### config.mk
export PLATFORM = sky130hd
export DESIGN_NAME = fetch_unit
export DESIGN_NICKNAME = d
export VERILOG_FILES = /design/src/rtl/cpu_defs_pkg.sv /design/src/rtl/fetch_unit_next_pc_logic.sv /design/src/rtl/fetch_unit.sv
export SDC_FILE = /design/constraint.sdc
export NUM_CORES = 1
export LEC_CHECK = 0
export ABC_AREA = 1
export BUFFER_PORTS_ARGS = -buffer_cell sky130_fd_sc_hd__buf_2
export CAP_MARGIN = 20
export CORE_MARGIN = 2
export CORE_UTILIZATION = 25
export DETAILED_ROUTE_END_ITERATION = 10
export PLACE_DENSITY = 0.53
export SYNTH_ARGS = -nofsm -noshare
export SYNTH_HDL_FRONTEND = slang
export SYNTH_HIERARCHICAL = 1
export SYNTH_SLANG_ARGS = --single-unit
### constraint.sdc
create_clock -name clk -period 3.76 [get_ports clk]
set_input_delay 0.752 -clock clk [delete_from_list [all_inputs] [get_ports clk]]
set_output_delay 0.752 -clock clk [all_outputs]
set_load 0.02 [all_outputs]
### src/rtl/cpu_defs_pkg.sv
// Shared CPU definitions for the multicycle CPU.
// Holds the opcode/funct encodings used by the control FSM and the fetch
// stage, the instruction width, and the fetch-stage arm state encoding.
package cpu_defs;

  localparam int INSTR_W = 32;

  // Primary opcodes (ir[31:26])
  localparam logic [5:0] OP_RTYPE = 6'h00;
  localparam logic [5:0] OP_J     = 6'h02;
  localparam logic [5:0] OP_JAL   = 6'h03;
  localparam logic [5:0] OP_BEQ   = 6'h04;
  localparam logic [5:0] OP_BNE   = 6'h05;
  localparam logic [5:0] OP_ADDI  = 6'h08;
  localparam logic [5:0] OP_XORI  = 6'h0E;
  localparam logic [5:0] OP_LW    = 6'h23;
  localparam logic [5:0] OP_SW    = 6'h2B;

  // R-type function codes (ir[5:0])
  localparam logic [5:0] FN_JR  = 6'h08;
  localparam logic [5:0] FN_ADD = 6'h20;
  localparam logic [5:0] FN_SUB = 6'h22;
  localparam logic [5:0] FN_SLT = 6'h2A;

  // Fetch-stage commit tracking: ARMED between IR load and PC commit.
  typedef enum logic {
    ARM_IDLE  = 1'b0,
    ARM_ARMED = 1'b1
  } arm_state_e;

endpackage

### src/rtl/fetch_unit_next_pc_logic.sv
// next_pc_logic: combinational next-PC selection for the fetch stage.
// Ports:
//   jump, beq, bne, alu_zero : FSM strobes and ALU zero flag
//   opcode                   : opcode of the instruction in IR
//   jump_index               : ir[25:0], J/JAL target field
//   imm_sext                 : sign-extended ir[15:0]
//   link_addr                : PC+4 of the instruction in IR
//   rs_data                  : JR target from the register file
//   next_pc                  : selected next PC
module next_pc_logic
  import cpu_defs::*;
(
  input  logic               jump,
  input  logic               beq,
  input  logic               bne,
  input  logic               alu_zero,
  input  logic [5:0]         opcode,
  input  logic [25:0]        jump_index,
  input  logic [INSTR_W-1:0] imm_sext,
  input  logic [INSTR_W-1:0] link_addr,
  input  logic [INSTR_W-1:0] rs_data,
  output logic [INSTR_W-1:0] next_pc
);

  logic               take_branch;
  logic [INSTR_W-1:0] branch_target;
  logic [INSTR_W-1:0] jump_target;

  // beq and bne together simply OR their conditions.
  assign take_branch   = (beq && alu_zero) || (bne && !alu_zero);
  assign branch_target = link_addr + {imm_sext[INSTR_W-3:0], 2'b00};
  assign jump_target   = {link_addr[31:28], jump_index, 2'b00};

  always_comb begin
    next_pc = link_addr;
    if (jump && opcode == OP_RTYPE) begin
      next_pc = rs_data;             // JR: passed through, never realigned
    end else if (jump) begin
      next_pc = jump_target;
    end else if (take_branch) begin
      next_pc = branch_target;
    end
  end

endmodule

### src/rtl/fetch_unit.sv
// fetch_unit: fetch/next-PC stage of the multicycle CPU.
// Holds PC, IR and the registered link address, decodes IR fields, and
// commits exactly one next-PC per loaded instruction even though the FSM
// holds pc_we high for several cycles.
// Ports:
//   clk, reset           : clock, asynchronous active-high reset
//   instr_we, pc_we      : FSM instrReg / PCReg strobes
//   jump, beq, bne       : FSM control-flow strobes
//   alu_zero, rs_data    : branch condition, JR target
//   imem_data/imem_addr  : instruction memory read data / address (= pc)
//   ir, opcode, funct,
//   rs, rt, rd, imm_sext : instruction register and its fields
//   link_addr            : PC+4 of the instruction in IR
//   pc_armed             : arm state (1 = IR loaded, PC not yet committed)
module fetch_unit
  import cpu_defs::*;
#(
  parameter logic [31:0] RESET_PC = 32'h0000_0000,
  parameter logic [31:0] LINK_OFS = 32'd4
) (
  input  logic        clk,
  input  logic        reset,
  input  logic        instr_we,
  input  logic        pc_we,
  input  logic        jump,
  input  logic        beq,
  input  logic        bne,
  input  logic        alu_zero,
  input  logic [31:0] rs_data,
  input  logic [31:0] imem_data,
  output logic [31:0] imem_addr,
  output logic [31:0] ir,
  output logic [5:0]  opcode,
  output logic [5:0]  funct,
  output logic [4:0]  rs,
  output logic [4:0]  rt,
  output logic [4:0]  rd,
  output logic [31:0] imm_sext,
  output logic [31:0] link_addr,
  output logic        pc_armed
);

  logic [INSTR_W-1:0] pc_q, pc_d;
  logic [INSTR_W-1:0] ir_q, ir_d;
  logic [INSTR_W-1:0] link_q, link_d;
  arm_state_e         state_q, state_d;
  logic [INSTR_W-1:0] next_pc;

  always_ff @(posedge clk or posedge reset) begin
    if (reset) begin
      pc_q    <= RESET_PC;
      ir_q    <= '0;
      link_q  <= RESET_PC + LINK_OFS;
      state_q <= ARM_IDLE;
    end else begin
      pc_q    <= pc_d;
      ir_q    <= ir_d;
      link_q  <= link_d;
      state_q <= state_d;
    end
  end

  // An IR load always wins over a commit in the same cycle; the reload
  // recomputes link from the unchanged pc and keeps the stage armed.
  // pc_we while idle is ignored, so repeated PCReg cycles commit once.
  always_comb begin
    pc_d    = pc_q;
    ir_d    = ir_q;
    link_d  = link_q;
    state_d = state_q;
    if (instr_we) begin
      ir_d    = imem_data;
      link_d  = pc_q + LINK_OFS;
      state_d = ARM_ARMED;
    end else if (pc_we && state_q == ARM_ARMED) begin
      pc_d    = next_pc;
      state_d = ARM_IDLE;
    end
  end

  next_pc_logic u_next_pc (
    .jump       (jump),
    .beq        (beq),
    .bne        (bne),
    .alu_zero   (alu_zero),
    .opcode     (ir_q[31:26]),
    .jump_index (ir_q[25:0]),
    .imm_sext   (imm_sext),
    .link_addr  (link_q),
    .rs_data    (rs_data),
    .next_pc    (next_pc)
  );

  assign imem_addr = pc_q;
  assign ir        = ir_q;
  assign opcode    = ir_q[31:26];
  assign funct     = ir_q[5:0];
  assign rs        = ir_q[25:21];
  assign rt        = ir_q[20:16];
  assign rd        = ir_q[15:11];
  assign imm_sext  = {{16{ir_q[15]}}, ir_q[15:0]};
  assign link_addr = link_q;
  assign pc_armed  = (state_q == ARM_ARMED);

endmodule
=== Word level (Yosys, flattened, before mapping) ===
Index checks and enable logic that the tools add are counted.

* Word-level logic and storage cells: 21
* Register bits after elaboration: 97
* Input port bits: 72
* Output and inout bits: 156

* Mux-type cells: 5
* Reduce and logical (&&, ||, !) cells: 9
* Bitwise operators: 1
* Add/sub/neg operators: 2

{| class="wikitable"
|+ Operator list
! cell !! number
|-
| $mux 32 || 3
|-
| $add 32x3->32 const B || 1
|-
| $add 32x32->32 || 1
|-
| $logic_not 6->1 || 1
|-
| $logic_and 1x1->1 || 4
|-
| $mux 1 || 2
|-
| $reduce_and 2->1 || 1
|-
| $reduce_bool 2->1 || 1
|-
| $logic_not 1->1 || 1
|-
| $logic_or 1x1->1 || 1
|-
| $not 1->1 || 1
|}

=== Logic depth before layout (Yosys ltp) ===
* Depth in word-level cells: 6
* Mapped depth: 16
* Depth with buffers taken out: 16

=== Modules after synthesis ===
The synthesis kept the hierarchy.

{| class="wikitable"
|+ By module, submodules not included
! module !! cells each !! instances !! sequential area each (µm²) !! area an instance (µm²)
|-
| fetch_unit || 608 || 1 || 2428.6 || 4874.7
|-
| next_pc_logic || 579 || 1 || 0.0 || 2869.0
|}

=== Least setup slack after synthesis ===
No wires, ideal clock.

* Kind: register -> register
* Start point: register ir_q[15] (netlist: ir[15])
* End point: register pc_q[31] (netlist: imem_addr[31])
* Setup time: 0.124 ns
* Data arrival time: 2.458 ns
* Data required time: 3.636 ns
* Period minus slack after synthesis: 2.582 ns
* Slack: 1.178 ns
* Buffers on the path: 0
* Cell stages (with the launch flop): 14
* Cells stage by stage: dfrtp_1 ha_1 nand2_2 inv_1 a21oi_1 nand2_1 a21oi_1 nand2_1 nand2_1 nand4_1 nand3_1 nand2_1 nor2_1 a21oi_1

* Word-level cells in the longest chain between the ends: 4

{| class="wikitable"
|+ Ends and longest elaborated chain
! element !! line !! source
|-
| start, declared || fetch_unit.sv:44 || <nowiki>logic [INSTR_W-1:0] ir_q, ir_d;</nowiki>
|-
| start signal, assigned || fetch_unit.sv:57 || <nowiki>ir_q <= ir_d;</nowiki>
|-
| $add 32x32->32 || fetch_unit_next_pc_logic.sv:31 || <nowiki>assign branch_target = link_addr + {imm_sext[INSTR_W-3:0], 2'b00};</nowiki>
|-
| $mux 32 || fetch_unit_next_pc_logic.sv:40 || <nowiki>end else if (take_branch) begin</nowiki>
|-
| $mux 32 || fetch_unit_next_pc_logic.sv:38 || <nowiki>end else if (jump) begin</nowiki>
|-
| $mux 32 || fetch_unit_next_pc_logic.sv:36 || <nowiki>if (jump && opcode == OP_RTYPE) begin</nowiki>
|-
| named net next_pc[31] || fetch_unit.sv:47 || <nowiki>logic [INSTR_W-1:0] next_pc;</nowiki>
|-
| end signal, assigned || fetch_unit.sv:56 || <nowiki>pc_q <= pc_d;</nowiki>
|-
| end, declared || fetch_unit.sv:43 || <nowiki>logic [INSTR_W-1:0] pc_q, pc_d;</nowiki>
|}

The timed path passes the listed nets, and every way through them passes these cells.
A chain may end at the register's enable or synchronous reset.

=== Worst setup path after layout ===
* Start point: register ir_q[15] (netlist: ir[15])
* End point: register pc_q[22] (netlist: imem_addr[22])

The elaborated chain is that of the path after synthesis.

==> metrics.cfg <==
[die]
die_x_um = 180
fp-row-count = 64
dieArea_um2 = 32400
initial_core_util_pct = 25.4
coreArea_um2 = 30500
ios = 228
fp.dieH_um = 180

[setup_path]
ff2ff_path_depth = 14
critPathSlowestCell = dfrtp_1
critPathLaunchType = register
worstSetupEndpointType = register
critPathTopFamily = simple AND/OR/NAND/NOR gates
timing.rr.start = ir[15]
cp_max_fo = 25
critical_path_class = reg2reg
path_buf_inv = 1
worst_r2r_endpoint = imem_addr[22]
critPathArrivalTime_ns = 3.15
path_cells = ha_1, nand2_1, nor2_1, inv_2, nor2_2, nand4_1, nand3_1, nand2_1, nand3_1, nand2_1, nand2_1, nand2_1, nor2_1, a21oi_1
r2r_setup_slack_ns = 0.84
worstPathRequired_ns = 3.99
slowest_delay_ns = 0.90
cp_common_cell = nand2_1

[sta]
fin_skew_ns = 0.0192
tightest_slew_ns = 0.841
slew-limit-headroom_pct = 43.9
fin_tns_setup_ns = 0
slew_violations = 0
setup_viol = 0
finalCritPeriodShare_pct = 77.7
whs_ns = 0.466
period_needed_ns = 2.92
hold_viol_final = 0
grt_setup_unrepaired = no
max_freq_mhz = 342

[cts]
clockBufferDepth = 2
cts_resized = 0
cts_buffers = 9
cts_tree = built
hold_buffers = 0
clkSinkCount = 97
htreeDepth = 3
path_clk_slew_ns = 0.09
cts-root-buf = clkbuf_16
clock_latency_ns = 0.37
cts_setup_buffers = 0

[drt]
drt-pass1-iter-count = 5
wl_per_cell_um = 17.7
viasPerCell = 4.65
ant_nets = 0
routed_wl_um = 30900
drc_errors = 0
drt_iter0_markers = 839
routed-via-count = 8107

[placement]
place_hpwl_um = 24600
place_congestion = 0.930
place.port_buffers = 227
place_inst = 1727

[global_routing]
grt_use_total_pct = 18.8
gr-usage-met2_pct = 30.5
grt-ovfl-total = 0
met3_usage_pct = 2.59
use_met1_pct = 25.2
grt_pass1_wl_um = 46500
antenna_found_initial = 0
grt_pass1_vias = 7707
busiest_layer = met2
grt_max_degree = 67

[logic_synthesis]
syn_inst = 1187
async_flop_share_pct = 100
synth_edf_count = 0
yosysSeqAreaShare_pct = 31.4
synthFlopType = dfrtp_1
ys_ff_latch = 97
synth_cell_type_count = 44
synth_warnings = 6
avgSynthCellArea_um2 = 6.52
synthTopCellsByArea = dfrtp_1, nand2_1, nor2_1
synth_area_leader_cell = dfrtp_1
syn_nets = 1290
synthesis.area_um2 = 7740
synth_top_cell_area_share_pct = 31.0

[finish]
drive_gt1_share_pct = 22.7
fin_cells = 1743
antenna_cells = 0
syn_to_final_growth_pct = 18.4
nets = 1445

[pwr]
internal_power_uw = 2530
seq_power_share_pct = 32.4
p_leak_uw = 0.00490
vdd_ir_drop_max_v = 0.000245
comb_power_share_pct = 47.0
p_sw_share_pct = 48.2
p_per_area_nw_per_um2 = 534
p_switching_uw = 2360
clockPowerShare_pct = 20.7

[worst_hold_path]
hold_class = in2async

[job]
cap_violations = 0

[run_status]
status = complete, no violations

through the flow:
| step | power (µW) | cell area (µm²) | setup slack, ns | util (%) |
|---|---|---|---|---|
| after CTS | 4900 | 9170 | 0.881 | 30.0 |
| final | 4890 | 9170 | 0.837 | 30.0 |
| after global routing | 5250 | 9170 | 0.626 | 30.0 |
| after floorplan | 3130 | 7740 | 0.476 | - |
| after global placement | 3880 | 8860 | 0.952 | 29.0 |
| after detailed placement | 3880 | 8860 | 0.911 | 29.0 |
metal layers:
layer	share of wire, %	up-vias
met5	0	-
met4	3.2	0
met3	4.7	44
met2	46	250
met1	46	3761
li1	-	4052
kinds of logic after synthesis:
logic type | share of synthesized area [%]
adder cells (fa/ha/maj) | 5.11
buffers and inverters | 12.4
AO/OA/AOI/OAI | 10.3
XOR/XNOR | 1.92
flip-flops | 31.4
multiplexers | 0.872
AND/OR/NAND/NOR | 38.0
layout make-up:
class,count,area [µm²]
sequential,97,2430
tap,396,495
multi-input combinational,900,4350
clock buffer,11,243
timing repair buffer,239,1230
inverter,95,359
fill,3447,21300
clock inverter,5,61.3
flip-flops by register name, summed over array words and instances, names as in the netlist:
name / cells
imem_addr: 32
ir: 32
link_addr: 32
pc_armed: 1
how the worst max path moves through the flow:
stage | from | endpoint | slack, ns | depth (start not counted)
final | ir[15] | imem_addr[22] | 0.84 | 14
after global routing | ir[15] | imem_addr[29] | 0.63 | 12
after CTS | ir[15] | imem_addr[22] | 0.88 | 14
after detailed placement | ir[0] | imem_addr[12] | 0.91 | 13
after global placement | ir[0] | imem_addr[30] | 0.95 | 16
after floorplan | reset | imem_addr[0] | 0.48 | 1
power by group through the flow:
stage                     Sequential, µW  Clock (µW)  Combinational (µW)
after global routing                1620        1080                2550
after CTS                           1580        1030                2290
after floorplan                     1700           0                1430
after global placement              1600           0                2290
final                               1580        1010                2300
after detailed placement            1600           0                2280
placed cells by master, fill, tap and decap left out, types with 2 or more instances in the layout:
master	n
a31oi_1	2
o21ai_1	8
inv_2	12
xor2_1	11
nand2_1	441
nand2_2	8
o21ai_0	35
clkbuf_16	9
inv_1	81
nand2_4	2
nand4_1	8
nor3_2	2
buf_4	12
o21bai_1	8
nand3b_1	6
o211ai_1	6
inv_6	2
or2_1	2
nor2_2	11
xnor2_1	6
mux2_2	4
buf_2	227
a22o_1	2
a21oi_1	81
nor4_1	2
dfrtp_1	96
nor2_4	7
ha_1	30
nor2_1	121
nor3_1	7
mux2_1	2
nand3_1	78
cell usage after synthesis, drive strengths merged, types with 2 or more instances:
cell,n
o21bai,9
nand4,8
nand3b,6
xor2,11
nand2,451
clkbuf,13
a21oi,82
xnor2,6
nand3,79
a22o,2
o21ai,43
buf,82
dfrtp,96
a31oi,2
or2,2
ha,30
inv,94
mux2,6
nor3,9
nor4,2
nor2,140
o211ai,6
(Power assumes the default switching activity.)
